**src/rtl/skylark_bnn_pkg.sv**
```systemverilog
// skylark_bnn_pkg: shared types and constants for the BNN execute path
package skylark_bnn_pkg;
   typedef enum logic [1:0] {BNN_RAW, BNN_THRESH, BNN_DOT, BNN_RSVD} bnn_func_t;
   typedef enum logic [1:0] {BNN_IDLE, BNN_COMPUTE, BNN_DONE} bnn_state_t;
   localparam logic [1:0] EXPATH_BNN = 2'b01;
endpackage

```
**src/rtl/popcount_slice.sv**
```systemverilog
// popcount_slice: combinational count of set bits in a W-bit slice
module popcount_slice #(
   parameter int W  = 8,
   parameter int CW = $clog2(W + 1)
) (
   input  logic [W-1:0]  i_bits,
   output logic [CW-1:0] o_count
);
   // ripple sum of single bits; synthesis folds this into an adder tree
   always_comb begin
      o_count = '0;
      for (int i = 0; i < W; i++) o_count = o_count + CW'(i_bits[i]);
   end
endmodule

```
**src/rtl/bnn_sequencer.sv**
```systemverilog
// bnn_sequencer: multi-cycle XNOR-popcount controller for the BNN execute path
module bnn_sequencer import skylark_bnn_pkg::*; #(
   parameter int XLEN    = 32,
   parameter int SLICE_W = 8
) (
   input  logic            clk,
   input  logic            reset,
   input  logic            start,
   input  logic [1:0]      bnn_func,
   input  logic [XLEN-1:0] OpA,
   input  logic [XLEN-1:0] OpB,
   input  logic [XLEN-1:0] Threshold,
   input  logic            flush,
   output logic            stall,
   output logic            busy,
   output logic            done,
   output logic [XLEN-1:0] BNNResult
);
   localparam int NSLICE = XLEN / SLICE_W;
   localparam int CW     = $clog2(XLEN + 1);
   localparam int PW     = $clog2(SLICE_W + 1);
   localparam int IW     = (NSLICE > 1) ? $clog2(NSLICE) : 1;

   generate
      if (XLEN % SLICE_W != 0) begin : g_bad_slice
         $error("SLICE_W must divide XLEN");
      end
   endgenerate

   bnn_state_t      r_state, w_next_state;
   bnn_func_t       r_func;
   logic [XLEN-1:0] r_a, r_b, r_thr;
   logic [CW-1:0]   r_acc, w_acc_next;
   logic [IW-1:0]   r_idx;
   logic [PW-1:0]   w_cnt;
   logic [XLEN-1:0] w_pop_x, w_result;
   logic            w_launch, w_last, w_compute;

   popcount_slice #(.W(SLICE_W), .CW(PW)) u_pop (
      .i_bits  (~(r_a[SLICE_W*int'(r_idx) +: SLICE_W] ^ r_b[SLICE_W*int'(r_idx) +: SLICE_W])),
      .o_count (w_cnt)
   );

   // next state, outputs and the result that is committed on the last slice
   always_comb begin
      w_compute    = r_state == BNN_COMPUTE;
      w_launch     = (r_state == BNN_IDLE) && start && !flush;
      w_last       = r_idx == IW'(NSLICE - 1);
      w_acc_next   = r_acc + CW'(w_cnt);
      w_pop_x      = XLEN'(w_acc_next);
      w_result     = (r_func == BNN_THRESH) ? XLEN'(w_pop_x >= r_thr) :
                     (r_func == BNN_DOT)    ? (w_pop_x << 1) - XLEN'(XLEN) : w_pop_x;
      w_next_state = flush    ? BNN_IDLE :
                     w_launch ? BNN_COMPUTE :
                     w_compute ? (w_last ? BNN_DONE : BNN_COMPUTE) : BNN_IDLE;
      stall        = w_launch || (w_compute && !flush);
      busy         = r_state != BNN_IDLE;
      done         = r_state == BNN_DONE;
   end

   // state, operand latches, accumulator and result register
   always_ff @(posedge clk or posedge reset) begin
      if (reset) begin
         r_state   <= BNN_IDLE;
         r_func    <= BNN_RAW;
         r_a       <= '0;
         r_b       <= '0;
         r_thr     <= '0;
         r_acc     <= '0;
         r_idx     <= '0;
         BNNResult <= '0;
      end else begin
         r_state <= w_next_state;
         if (flush) begin
            r_acc <= '0;
            r_idx <= '0;
         end else if (w_launch) begin
            r_a    <= OpA;
            r_b    <= OpB;
            r_thr  <= Threshold;
            r_func <= bnn_func_t'(bnn_func);
            r_acc  <= '0;
            r_idx  <= '0;
         end else if (w_compute) begin
            r_acc <= w_acc_next;
            r_idx <= r_idx + 1'b1;
            if (w_last) BNNResult <= w_result;
         end
      end
   end
endmodule

```
**config.mk**
```make
export PLATFORM = sky130hd
export DESIGN_NAME = bnn_sequencer
export DESIGN_NICKNAME = d
export VERILOG_FILES = /design/src/rtl/skylark_bnn_pkg.sv /design/src/rtl/popcount_slice.sv /design/src/rtl/bnn_sequencer.sv
export SDC_FILE = /design/constraint.sdc
export NUM_CORES = 1
export LEC_CHECK = 0
export CAP_MARGIN = 20
export CORE_MARGIN = 4
export CORE_UTILIZATION = 50
export DETAILED_ROUTE_END_ITERATION = 6
export PLACE_DENSITY = 0.81
export SLEW_MARGIN = 20
export SYNTH_ARGS = -nofsm -noshare
export SYNTH_HDL_FRONTEND = slang
export SYNTH_SLANG_ARGS = --single-unit
```
**constraint.sdc**
```tcl
create_clock -name clk -period 7.39 [get_ports clk]
set_input_delay 1.1085 -clock clk [delete_from_list [all_inputs] [get_ports clk]]
set_output_delay 1.1085 -clock clk [all_outputs]
set_load 0.02 [all_outputs]
```
# Yosys cells after proc, flatten, opt, wreduce, memory -nomap -nowiden
# Index checks and enable logic that the tools add are counted.
[totals]
regBits = 140
out_inout_bits = 35
[classes]
addsub = 10
n_lt_le_gt_ge = 1
eq_ne = 5
n_shift = 2
mux = 12
n_bitwise = 4
reduce_logical = 10
[ops]
columns = ["operator", "n"]
rows = [
  ["two-way mux 32 bit", 2],
  ["variable part select 32 x 6 -> 8 bit", 2],
  ["greater-or-equal comparator 6 x 32 -> 1 bit", 1],
  ["adder 4 x 1 -> 4 bit", 6],
  ["two-way mux 6 bit", 3],
  ["two-way mux 2 bit", 7],
  ["inverter 8 bit", 1],
  ["subtractor 7 x 6 -> 8 bit (second input constant)", 1],
  ["XOR 8 bit", 1],
  ["adder 6 x 4 -> 6 bit", 1],
  ["== test 2 bit (second input constant)", 3],
  ["== test 2 x 1 -> 1 bit (second input constant)", 2],
  ["AND reduction 4 bit", 1],
  ["logical AND 1 bit", 3],
  ["nonzero test 3 bit", 1],
  ["adder 1 x 1 -> 2 bit", 1],
  ["adder 2 x 1 -> 2 bit (second input constant)", 1],
  ["logical NOT 2 bit", 1],
  ["inverter 1 bit", 2],
  ["AND reduction 2 bit", 1],
  ["nonzero test 2 bit", 1],
  ["logical NOT 1 bit", 1],
  ["logical OR 1 bit", 1],
]

# Depth between registers and ports, before layout
# Gate-level depths: netlist of run 1.
[depth]
word_depth = 14
ltp_mapped = 19
depth_no_buf = 19

# Cells and area by module
# Synthesis of run 1 repeated with hierarchy kept, for this count alone.
[hier_totals]
hier_cells = 444
area_unflattened_um2 = 5729.2
[by_module_without_submodules]
columns = ["module", "n_inst", "cells_each", "area_per_inst_um2"]
rows = [
  ["bnn_sequencer", 1, 420, 5539.1],
  ["popcount_slice", 1, 24, 190.2],
]

# Least setup slack after synthesis of run 1
# No wires, ideal clock.
[synth_path]
kind = "flip-flop to flip-flop"
start = "register r_idx[0]"
end = "register BNNResult[0]"
setup_time_ns = 0.129
arrival_time_ns = 5.245
required_time_ns = 7.261
path_slack_ns = 2.016
stages_incl_launch_ff = 19
n_path_buf = 1
period_less_slack_ns = 5.374
path_cell_list = "dfrtp_1 -> buf_2 -> mux4_2 -> ha_1 -> inv_1 -> fa_1 -> fa_1 -> inv_1 -> fa_1 -> inv_1 -> fa_1 -> fa_1 -> nand2b_1 -> a21oi_1 -> xor2_1 -> ha_1 -> a211oi_1 -> a211o_1 -> a31oi_1"
[synth_via]
elab_chain_cells = 13
[synth_rtl]
columns = ["element", "line", "rtl"]
rows = [
  ["from (decl)", "bnn_sequencer.sv:34", "logic [IW-1:0] r_idx;"],
  ["from (signal assigned)", "bnn_sequencer.sv:86", "r_idx <= r_idx + 1'b1;"],
  ["variable part select 32 x 6 -> 8 bit", "bnn_sequencer.sv:40", ".i_bits (~(r_a[SLICE_W*int'(r_idx) +: SLICE_W] ^ r_b[SLICE_W*int'(r_idx) +: SLICE_W])),"],
  ["XOR 8 bit", "bnn_sequencer.sv:40", ""],
  ["inverter 8 bit", "bnn_sequencer.sv:40", ""],
  ["adder 1 x 1 -> 2 bit", "popcount_slice.sv:12", "for (int i = 0; i < W; i++) o_count = o_count + CW'(i_bits[i]);"],
  ["adder 4 x 1 -> 4 bit (6 in series)", "popcount_slice.sv:12", ""],
  ["adder 6 x 4 -> 6 bit", "bnn_sequencer.sv:49", "w_acc_next = r_acc + CW'(w_cnt);"],
  ["greater-or-equal comparator 6 x 32 -> 1 bit / two-way mux 32 bit (equally long branches)", "bnn_sequencer.sv:51, bnn_sequencer.sv:52", ""],
  ["two-way mux 32 bit", "bnn_sequencer.sv:51", "w_result = (r_func == BNN_THRESH) ? XLEN'(w_pop_x >= r_thr) :"],
  ["to (signal assigned)", "bnn_sequencer.sv:87", "if (w_last) BNNResult <= w_result;"],
  ["to (decl)", "bnn_sequencer.sv:17", "output logic [XLEN-1:0] BNNResult"],
]
# Several ways; a longest one is shown, not always the timed one.
# A chain may end at the register's enable or synchronous reset.

# Worst setup path after layout of run 1
# Same ends and word-level chain as after synthesis.

==> results of run 1 <==
## per-layer routing
metal	global-route usage	vias up	share of wire
met5	0	-	0
met2	0.325	109	0.53
met4	0.0736	0	0.013
met1	0.234	1802	0.41
met3	0.0400	13	0.048
li1	-	1742	-
## layout make-up
type | instances | area (sq um)
fill | 803 | 3520
inverter | 22 | 85.1
timing repair buffer | 139 | 1380
clock buffer | 24 | 472
tap | 140 | 175
sequential | 116 | 2900
multi-input combinational | 260 | 2440
clock inverter | 6 | 55.1
## sequential cells by signal (all words and copies together), names as in the netlist
| register | flops |
|---|---|
| BNNResult | 8 |
| r_a | 32 |
| r_acc | 6 |
| r_idx | 2 |
| r_thr | 32 |
| r_state | 2 |
| r_func | 2 |
| r_b | 32 |
## worst register-to-register path: stages (launching register included)
cell      delay [ns]
dfrtp_1         0.72
mux4_2          0.58
ha_1            0.29
inv_1           0.05
fa_1            0.50
fa_1            0.55
inv_1           0.06
fa_1            0.45
inv_1           0.08
fa_1            0.45
fa_1            0.44
nand2b_1        0.16
a21oi_1         0.19
xor2_1          0.44
ha_1            0.34
a211oi_1        0.28
a211o_1         0.18
a31oi_1         0.07
## Yosys cell counts (all sizes together) (5+ instances only)
cell / instances / share of area
dfrtp: 116 / 0.51
mux2: 92 / 0.18
buf: 40 / 0.053
inv: 21 / 0.014
nand2: 19 / 0.012
xnor2: 18 / 0.028
xor2: 18 / 0.028
ha: 15 / 0.033
nor2: 15 / 0.0098
o21ai: 12 / 0.010
mux4: 8 / 0.031
a22oi: 7 / 0.0092
nor4: 7 / 0.0076
a21oi: 5 / 0.0044
fa: 5 / 0.017
## kinds of logic (layout without fill, tap and decap cells)
logic type | after synthesis | count (layout) | synth area share
AOI/OAI and AO/OA | 41 | 41 | 0.0483
DFF | 116 | 116 | 0.507
adders and majority gates | 20 | 20 | 0.0502
muxes | 102 | 102 | 0.216
xor gates and xnor gates | 36 | 36 | 0.0550
and+or+nand+nor | 61 | 61 | 0.0548
buffers and inverters | 65 | 191 | 0.0692
## power by group
part / switching (W) / leakage, nW / internal (W) / total (W)
Sequential: 0.0000791 / 1.40 / 0.000749 / 0.000829
Combinational: 0.000532 / 1.51 / 0.000499 / 0.00103
Clock: 0.000255 / 0.263 / 0.000472 / 0.000727
Total: 0.000867 / 3.18 / 0.00172 / 0.00259
## path summary, 6_finish.rpt
path	startpoint	to	depth (start not counted)
min in group asynchronous	reset	r_thr[19]$_DFFE_PP0P_	2
setup / recovery	r_idx[0]$_DFFE_PP0P_	BNNResult[0]$_DFFE_PP0P_	17
hold reg to reg	BNNResult[6]$_DFFE_PP0P_	BNNResult[6]$_DFFE_PP0P_	2
hold / removal	BNNResult[6]$_DFFE_PP0P_	BNNResult[6]$_DFFE_PP0P_	2
max in group asynchronous	reset	r_a[6]$_DFFE_PP0P_	3
setup reg to reg	r_idx[0]$_DFFE_PP0P_	BNNResult[0]$_DFFE_PP0P_	17
## stage by stage
step | area, sq um | total power [W] | hold slack (ns) | std cells
after floorplan | 5730 | 0.00157 | 0.459 | 441
after global placement | 6990 | 0.00179 | 0.475 | 677
after detailed placement | 6990 | 0.00187 | 0.483 | 677
after CTS | 7510 | 0.00262 | 0.494 | 707
after global routing | 7510 | 0.00279 | 0.523 | 707
final | 7510 | 0.00259 | 0.484 | 707
==> results.yml, run 1 <==
finish:
  num-nets-final: 678
  final_util: 0.681
  final_common_cell: "clkdlybuf4s50_1"
  layout-drive-gt1-share: 0.152
  diodes: 0
  area_growth_pct: 31.1
  final_cell_mix: "136 x clkdlybuf4s50_1, 116 x dfrtp_1, 48 x mux2_1"
clocking:
  path_clk_slew_ns: 0.05
  clock_latency_ns: 0.40
  cts_resized: 0
  ctsHoldBuffers: 0
  cts_buffers: 17
  cts_tree: "done"
  cts_buffer_depth: 2
  cts-root-buf: "clkbuf_16"
  ctsHtreeMaxLevel: 4
  cts.sinks: 116
  postCtsSetupRepairBufs: 0
synthesis:
  synthCells: 441
  ys.warnings.count: 0
  avgSynthCellArea_sq_um: 13.0
  syn-cell-area_sq_um: 5730
  synth_flop_cell: "dfrtp_1"
  synth-seq-cells: 116
  synth-edff-count: 0
  synth_cell_types: 42
  seq_area_frac_synth: 0.507
  async_reset_ff_frac: 1.00
  syn-num-nets: 563
route:
  dr.first_iter.drc_count: 144
  vias: 3666
  totalWireLength_mm: 11.7
  wire_per_inst_um: 16.6
  firstDrtPassIters: 4
  detail-route-antenna-nets: 0
  drcViolationCount: 0
  avgViaCountPerCell: 5.19
run:
  cap_violations: 0
timing:
  rsz0062_at_grt: "false"
  min_period_ns: 5.95
  setup_viol: 0
  finalCritPeriodShare: 0.805
  fin_skew_ns: 0.00716
  finalHoldViolCount: 0
  fmax_ghz: 0.168
  max_slew.worst_pin.slew_ns: 0.834
  final.setup.worst_slack_ns: 1.44
  max_slew_margin: 0.443
  fin_tns_setup_ns: 0
  final_max_slew_viol_count: 0
placement:
  gp_congestion: 0.908
  io_buffers: 136
  dp_hpwl_mm: 8.74
  post-place-ws_ns: 1.46
worst_setup_path:
  critical_path_arrival_ns: 6.23
  critPathCaptureType: "flip-flop"
  path_cells: "mux4_2 -> ha_1 -> inv_1 -> fa_1 -> fa_1 -> inv_1 -> fa_1 -> inv_1 -> fa_1 -> fa_1 -> nand2b_1 -> a21oi_1 -> xor2_1 -> ha_1 -> a211oi_1 -> a211o_1 -> a31oi_1"
  critPathTopFamily: "adder cells"
  reg2reg_setup_slack_ns: 1.44
  critical_path_class: "flip-flop to flip-flop"
  crit_buf_inv: 3
  worst_path_most_repeated_cell: "fa_1"
  cp_slowest_stage_delay_ns: 0.72
  worstPathMaxFanout: 10
  crit_required_ns: 7.67
  cp-start-kind: "flip-flop"
  slowest_stage: "dfrtp_1"
grt:
  grt_usage: 0.189
  overflow: 0
  grt_max_degree: 61
  grt_first_pass_wirelength_mm: 19.5
  antenna_found_initial: 0
  grt_pass1_vias: 4077
pwr:
  leakage_nw: 3.18
  powerDensity_nw_per_um2: 344
  vdd_drop_max_mv: 0.215
hold_path:
  hold_path_class: "flip-flop to flip-flop"
floorplanning:
  die_h_um: 115
  dieArea_sq_um: 13200
  row_count: 38
  pin_count: 137
  initial_core_util: 0.519
  core_sq_um: 11000
  die_x_um: 115
outcome:
  status: "complete, no violations"
Power figures use the tool's default switching activity.
==> run 2, diff against run 1 <==
CORE_UTILIZATION = 45   (was 50)
PLACE_DENSITY = 0.77   (was 0.81)
clock period = 5.4 ns   (was 7.39 ns; I/O delays follow)
==> results.yml, run 2 (synthesis results as in run 1) <==
grt:
  antenna_found_initial: 0
  grt_max_degree: 81
  gr-usage-met2: 0.290
  grt_usage: 0.173
  grt_pass1_vias: 4090
  met3_usage: 0.0496
  overflow: 0
  busiest_layer: "met2"
  grt_first_pass_wirelength_mm: 19.7
  grt_use_met1: 0.212
finish:
  area_growth_pct: 34.9
  seqCellArea_sq_um: 2900
  largestRegisters: "r_a x32, r_b x32, r_thr x32"
  final_util: 0.633
  multiInputGateArea_sq_um: 2470
  nFillCells: 929
  diodes: 0
  layout-drive-gt1-share: 0.185
  final_cell_mix: "136 x clkdlybuf4s50_1, 115 x dfrtp_1, 48 x mux2_1"
  num-nets-final: 686
  final_common_cell: "clkdlybuf4s50_1"
timing:
  fmax_ghz: 0.193
  min_period_ns: 5.18
  fin_skew_ns: 0.00975
  finalHoldViolCount: 0
  setup_viol: 0
  final.setup.worst_slack_ns: 0.220
  max_slew_margin: 0.418
  final_max_slew_viol_count: 0
  finalCritPeriodShare: 0.959
  max_slew.worst_pin.slew_ns: 0.873
hold_path:
  hold_path_class: "flip-flop to flip-flop"
  hold_path.startpoint: "BNNResult[5]$_DFFE_PP0P_"
  holdPathStages: 2
  min_to: "BNNResult[5]$_DFFE_PP0P_"
route:
  firstDrtPassIters: 4
  detail-route-antenna-nets: 0
  avgViaCountPerCell: 4.99
  drcViolationCount: 0
  totalWireLength_mm: 12.0
  wire_per_inst_um: 16.0
  dr.first_iter.drc_count: 148
  vias: 3718
clocking:
  clock_latency_ns: 0.40
  ctsHtreeMaxLevel: 4
  cts_buffer_depth: 2
  cts-root-buf: "clkbuf_16"
  cts.sinks: 116
  cts_buffers: 17
  cts_tree: "done"
  path_clk_slew_ns: 0.05
worst_setup_path:
  reg2reg_from: "r_b[24]$_DFFE_PP0P_"
  slowest_stage: "fa_1"
  reg2reg_setup_slack_ns: 0.22
  worstPathMaxFanout: 2
  critical_path_class: "flip-flop to flip-flop"
  critical_path_arrival_ns: 5.45
  worst_path_most_repeated_cell: "fa_1"
  crit_buf_inv: 3
  rr_worst_depth: 18
  critPathTopFamily: "adder cells"
  critPathCaptureType: "flip-flop"
  crit_required_ns: 5.67
  timing.rr.end: "BNNResult[0]$_DFFE_PP0P_"
  cp_slowest_stage_delay_ns: 0.54
  cp-start-kind: "flip-flop"
  path_cells: "xnor2_1 -> mux4_2 -> ha_1 -> inv_1 -> fa_1 -> fa_1 -> inv_1 -> fa_1 -> inv_2 -> fa_1 -> fa_2 -> nand2b_1 -> a21oi_2 -> xor2_1 -> ha_1 -> a211oi_2 -> a211o_1 -> a31oi_1"
floorplanning:
  core_sq_um: 12200
  die_h_um: 121
  die_x_um: 121
  initial_core_util: 0.469
  row_count: 40
  dieArea_sq_um: 14600
  pin_count: 137
outcome:
  status: "complete, no violations"
pwr:
  vdd_drop_max_mv: 0.297
  leakage_nw: 3.24
  powerDensity_nw_per_um2: 489
run:
  cap_violations: 0
placement:
  dp_hpwl_mm: 8.85
  post-place-ws_ns: -0.0377
  gp_congestion: 0.885
  io_buffers: 136
-- run 2: worst max path at each step --
| stage | start | to | cells after the start |
|---|---|---|---|
| 2_1_floorplan | r_idx[0]$_DFFE_PP0P_ | BNNResult[0]$_DFFE_PP0P_ | 18 |
| 3_3_place_gp | r_idx[0]$_DFFE_PP0P_ | BNNResult[0]$_DFFE_PP0P_ | 17 |
| 3_5_place_dp | r_idx[0]$_DFFE_PP0P_ | BNNResult[0]$_DFFE_PP0P_ | 17 |
| 4_1_cts | r_b[24]$_DFFE_PP0P_ | BNNResult[0]$_DFFE_PP0P_ | 18 |
| 5_1_grt | r_b[24]$_DFFE_PP0P_ | BNNResult[0]$_DFFE_PP0P_ | 18 |
| 6_report | r_b[24]$_DFFE_PP0P_ | BNNResult[0]$_DFFE_PP0P_ | 18 |
-- run 2: area by class of cell --
class                           instances  area share
Sequential cell                       116       0.376
Clock inverter                         12      0.0201
Clock buffer                           20      0.0591
Multi-Input combinational cell        260       0.320
Inverter                               22      0.0113
Timing Repair Buffer                  147       0.187
Tap cell                              168      0.0272
-- run 2: metrics by stage --
step / hold WS [ns] / instance area (sq um) / cells / TNS, ns / total power [W]
2_1_floorplan: 0.459 / 5730 / 441 / 0 / 0.00214
3_3_place_gp: 0.474 / 7070 / 711 / 0 / 0.00253
3_5_place_dp: 0.481 / 7070 / 711 / -0.0377 / 0.00258
4_1_cts: 0.493 / 7690 / 744 / 0 / 0.00377
5_1_grt: 0.514 / 7730 / 745 / -0.00108 / 0.00404
6_report: 0.490 / 7730 / 745 / 0 / 0.00378
-- run 2: timing repair --
action	in CTS	in global routing
cloned	0	0
endpoints found under the setup margin	1	3
pin swaps	0	8
hold buffers	0	0
buffers inserted	1	1
resized for setup	1	8
-- run 2: metal layers --
metal	up-vias	share of wire	routed length, um
met4	0	0.015	179
met2	107	0.51	6110
met3	15	0.054	649
li1	1759	-	-
met1	1837	0.42	5020
met5	-	0	0
-- run 2: power by group --
part,leakage (nW),switching (W),internal (W),total (W)
Clock,0.284,0.000390,0.000749,0.00114
Combinational,1.56,0.000756,0.000753,0.00151
Sequential,1.40,0.000104,0.00102,0.00113
-- run 2: worst min-delay path, delay by kind of cell (launching register included) --
kind	cells	cell delay, ns
DFF	1	0.34
and+or+nand+nor	2	0.12
==> run 3, diff against run 2 <==
CELL_PAD_IN_SITES_DETAIL_PLACEMENT = 0   (was default)
CELL_PAD_IN_SITES_GLOBAL_PLACEMENT = 2   (was default)
CORE_UTILIZATION = 30   (was 45)
PLACE_DENSITY = 0.78   (was 0.77)
==> results.yml, run 3 (synthesis results as in run 1) <==
timing:
  final_max_slew_viol_count: 0
  finalCritPeriodShare: 0.954
  max_slew_margin: 0.424
  finalHoldViolCount: 0
  final.setup.worst_slack_ns: 0.250
  setup_viol: 0
  min_period_ns: 5.15
  max_slew.worst_pin.slew_ns: 0.862
  hold_ws_ns: 0.486
  fin_tns_setup_ns: 0
  rsz0062_at_grt: "false"
  fin_skew_ns: 0.00460
  fmax_ghz: 0.194
route:
  wire_per_inst_um: 15.8
  totalWireLength_mm: 12.8
  firstDrtPassIters: 5
  drcViolationCount: 0
  avgViaCountPerCell: 4.59
  vias: 3712
  detail-route-antenna-nets: 0
  dr.first_iter.drc_count: 110
clocking:
  cts_resized: 0
  cts_buffers: 17
  postCtsSetupRepairBufs: 0
  cts_tree: "done"
  cts.sinks: 116
  cts_buffer_depth: 2
  ctsHtreeMaxLevel: 4
  cts-root-buf: "clkbuf_16"
  clock_latency_ns: 0.41
  path_clk_slew_ns: 0.05
  ctsHoldBuffers: 0
finish:
  largestRegisters: "r_a x32, r_b x32, r_thr x32"
  final_common_cell: "clkdlybuf4s50_1"
  area_growth_pct: 36.1
  layout-drive-gt1-share: 0.183
  final_cell_mix: "136 x clkdlybuf4s50_1, 115 x dfrtp_1, 48 x mux2_1"
  nFillCells: 1762
  diodes: 0
  num-nets-final: 684
  final_area_sq_um: 7800
worst_setup_path:
  path_cells: "xnor2_1 -> mux4_2 -> ha_1 -> inv_1 -> fa_1 -> fa_1 -> inv_1 -> fa_2 -> inv_2 -> fa_1 -> fa_2 -> nand2b_1 -> a21oi_2 -> xor2_1 -> ha_1 -> a211oi_2 -> a211o_1 -> a31oi_1"
  critPathTopFamily: "adder cells"
  reg2reg_setup_slack_ns: 0.25
  rr_worst_depth: 18
  crit_buf_inv: 3
  worst_path_most_repeated_cell: "fa_1"
  critical_path_class: "flip-flop to flip-flop"
  critical_path_arrival_ns: 5.43
  critPathCaptureType: "flip-flop"
  slowest_stage: "fa_1"
  cp_slowest_stage_delay_ns: 0.55
  crit_required_ns: 5.68
  cp-start-kind: "flip-flop"
  timing.rr.end: "BNNResult[0]$_DFFE_PP0P_"
  worstPathMaxFanout: 2
  reg2reg_from: "r_b[24]$_DFFE_PP0P_"
floorplanning:
  row_count: 50
  die_x_um: 146
  core_sq_um: 18800
  dieArea_sq_um: 21400
  pin_count: 137
  die_h_um: 146
  initial_core_util: 0.305
hold_path:
  holdPathStages: 2
  min_to: "BNNResult[2]$_DFFE_PP0P_"
  hold_path_class: "flip-flop to flip-flop"
  hold_path.startpoint: "BNNResult[2]$_DFFE_PP0P_"
placement:
  dpl_cell_area_sq_um: 7160
  post-place-ws_ns: 0.0536
  io_buffers: 136
  dp_hpwl_mm: 9.42
  gp_congestion: 0.799
outcome:
  status: "complete, no violations"
pwr:
  powerDensity_nw_per_um2: 482
  leakage_nw: 3.25
  vdd_drop_max_mv: 0.296
  power_w: 0.00376
grt:
  grt_first_pass_wirelength_mm: 20.9
  overflow: 0
  grt_usage: 0.124
  grt_pass1_vias: 4041
  grt_max_degree: 105
  antenna_found_initial: 0
run:
  cap_violations: 0
-- run 3: cell count changes in the layout (fill, tap and decap cells not counted), sizes merged --
cell / delta
clkinvlp: -4
clkbuf: +3
buf: -2
clkinv: +1
-- run 3: stage by stage --
stage          instances  utilization
6_report             809        0.415
3_5_place_dp         777        0.382
2_1_floorplan        441            -
3_3_place_gp         777        0.382
5_1_grt              809        0.415
4_1_cts              809        0.414
-- run 3: layout make-up --
class,instances,area [sq um],share of cell area
clock buffer,23,478,0.0613
multi-input combinational,260,2470,0.316
sequential,116,2900,0.372
tap,234,293,0.0376
timing repair buffer,145,1440,0.185
clock inverter,9,126,0.0162
inverter,22,87.6,0.0112
-- run 3: how the worst max path moves through the flow --
stage | startpoint | to | depth (start not counted) | slack [ns]
floorplan | r_idx[0]$_DFFE_PP0P_ | BNNResult[0]$_DFFE_PP0P_ | 18 | 0.03
global placement | r_b[24]$_DFFE_PP0P_ | BNNResult[0]$_DFFE_PP0P_ | 18 | 0.19
detailed placement | r_b[24]$_DFFE_PP0P_ | BNNResult[0]$_DFFE_PP0P_ | 18 | 0.05
CTS | r_b[24]$_DFFE_PP0P_ | BNNResult[0]$_DFFE_PP0P_ | 18 | 0.04
global route | r_b[24]$_DFFE_PP0P_ | BNNResult[0]$_DFFE_PP0P_ | 18 | 0.001
finish | r_b[24]$_DFFE_PP0P_ | BNNResult[0]$_DFFE_PP0P_ | 18 | 0.25
-- run 3: per-layer routing --
metal  vias to the layer above  part of all wire  GRT usage
met4                         0             0.019     0.0489
met1                      1817              0.44      0.158
met3                        18             0.053     0.0366
met2                       113              0.48      0.197
met5                         -                 0          0
li1                       1764                 -          -
-- run 3: worst reg2reg max path: cells and delay by family (launching register included) --
kind	cells	cell delay, ns
compound gates	4	0.61
xor+xnor	2	0.35
fa+ha+maj	7	2.86
buf+inv	3	0.18
flops	1	0.38
mux	1	0.49
simple gates	1	0.16
-- run 3: power by group --
part           total (W)  internal [W]  switching (W)
Combinational    0.00149      0.000753       0.000737
Clock            0.00114      0.000759       0.000383
Sequential       0.00113       0.00103       0.000103
Total            0.00376       0.00254        0.00122
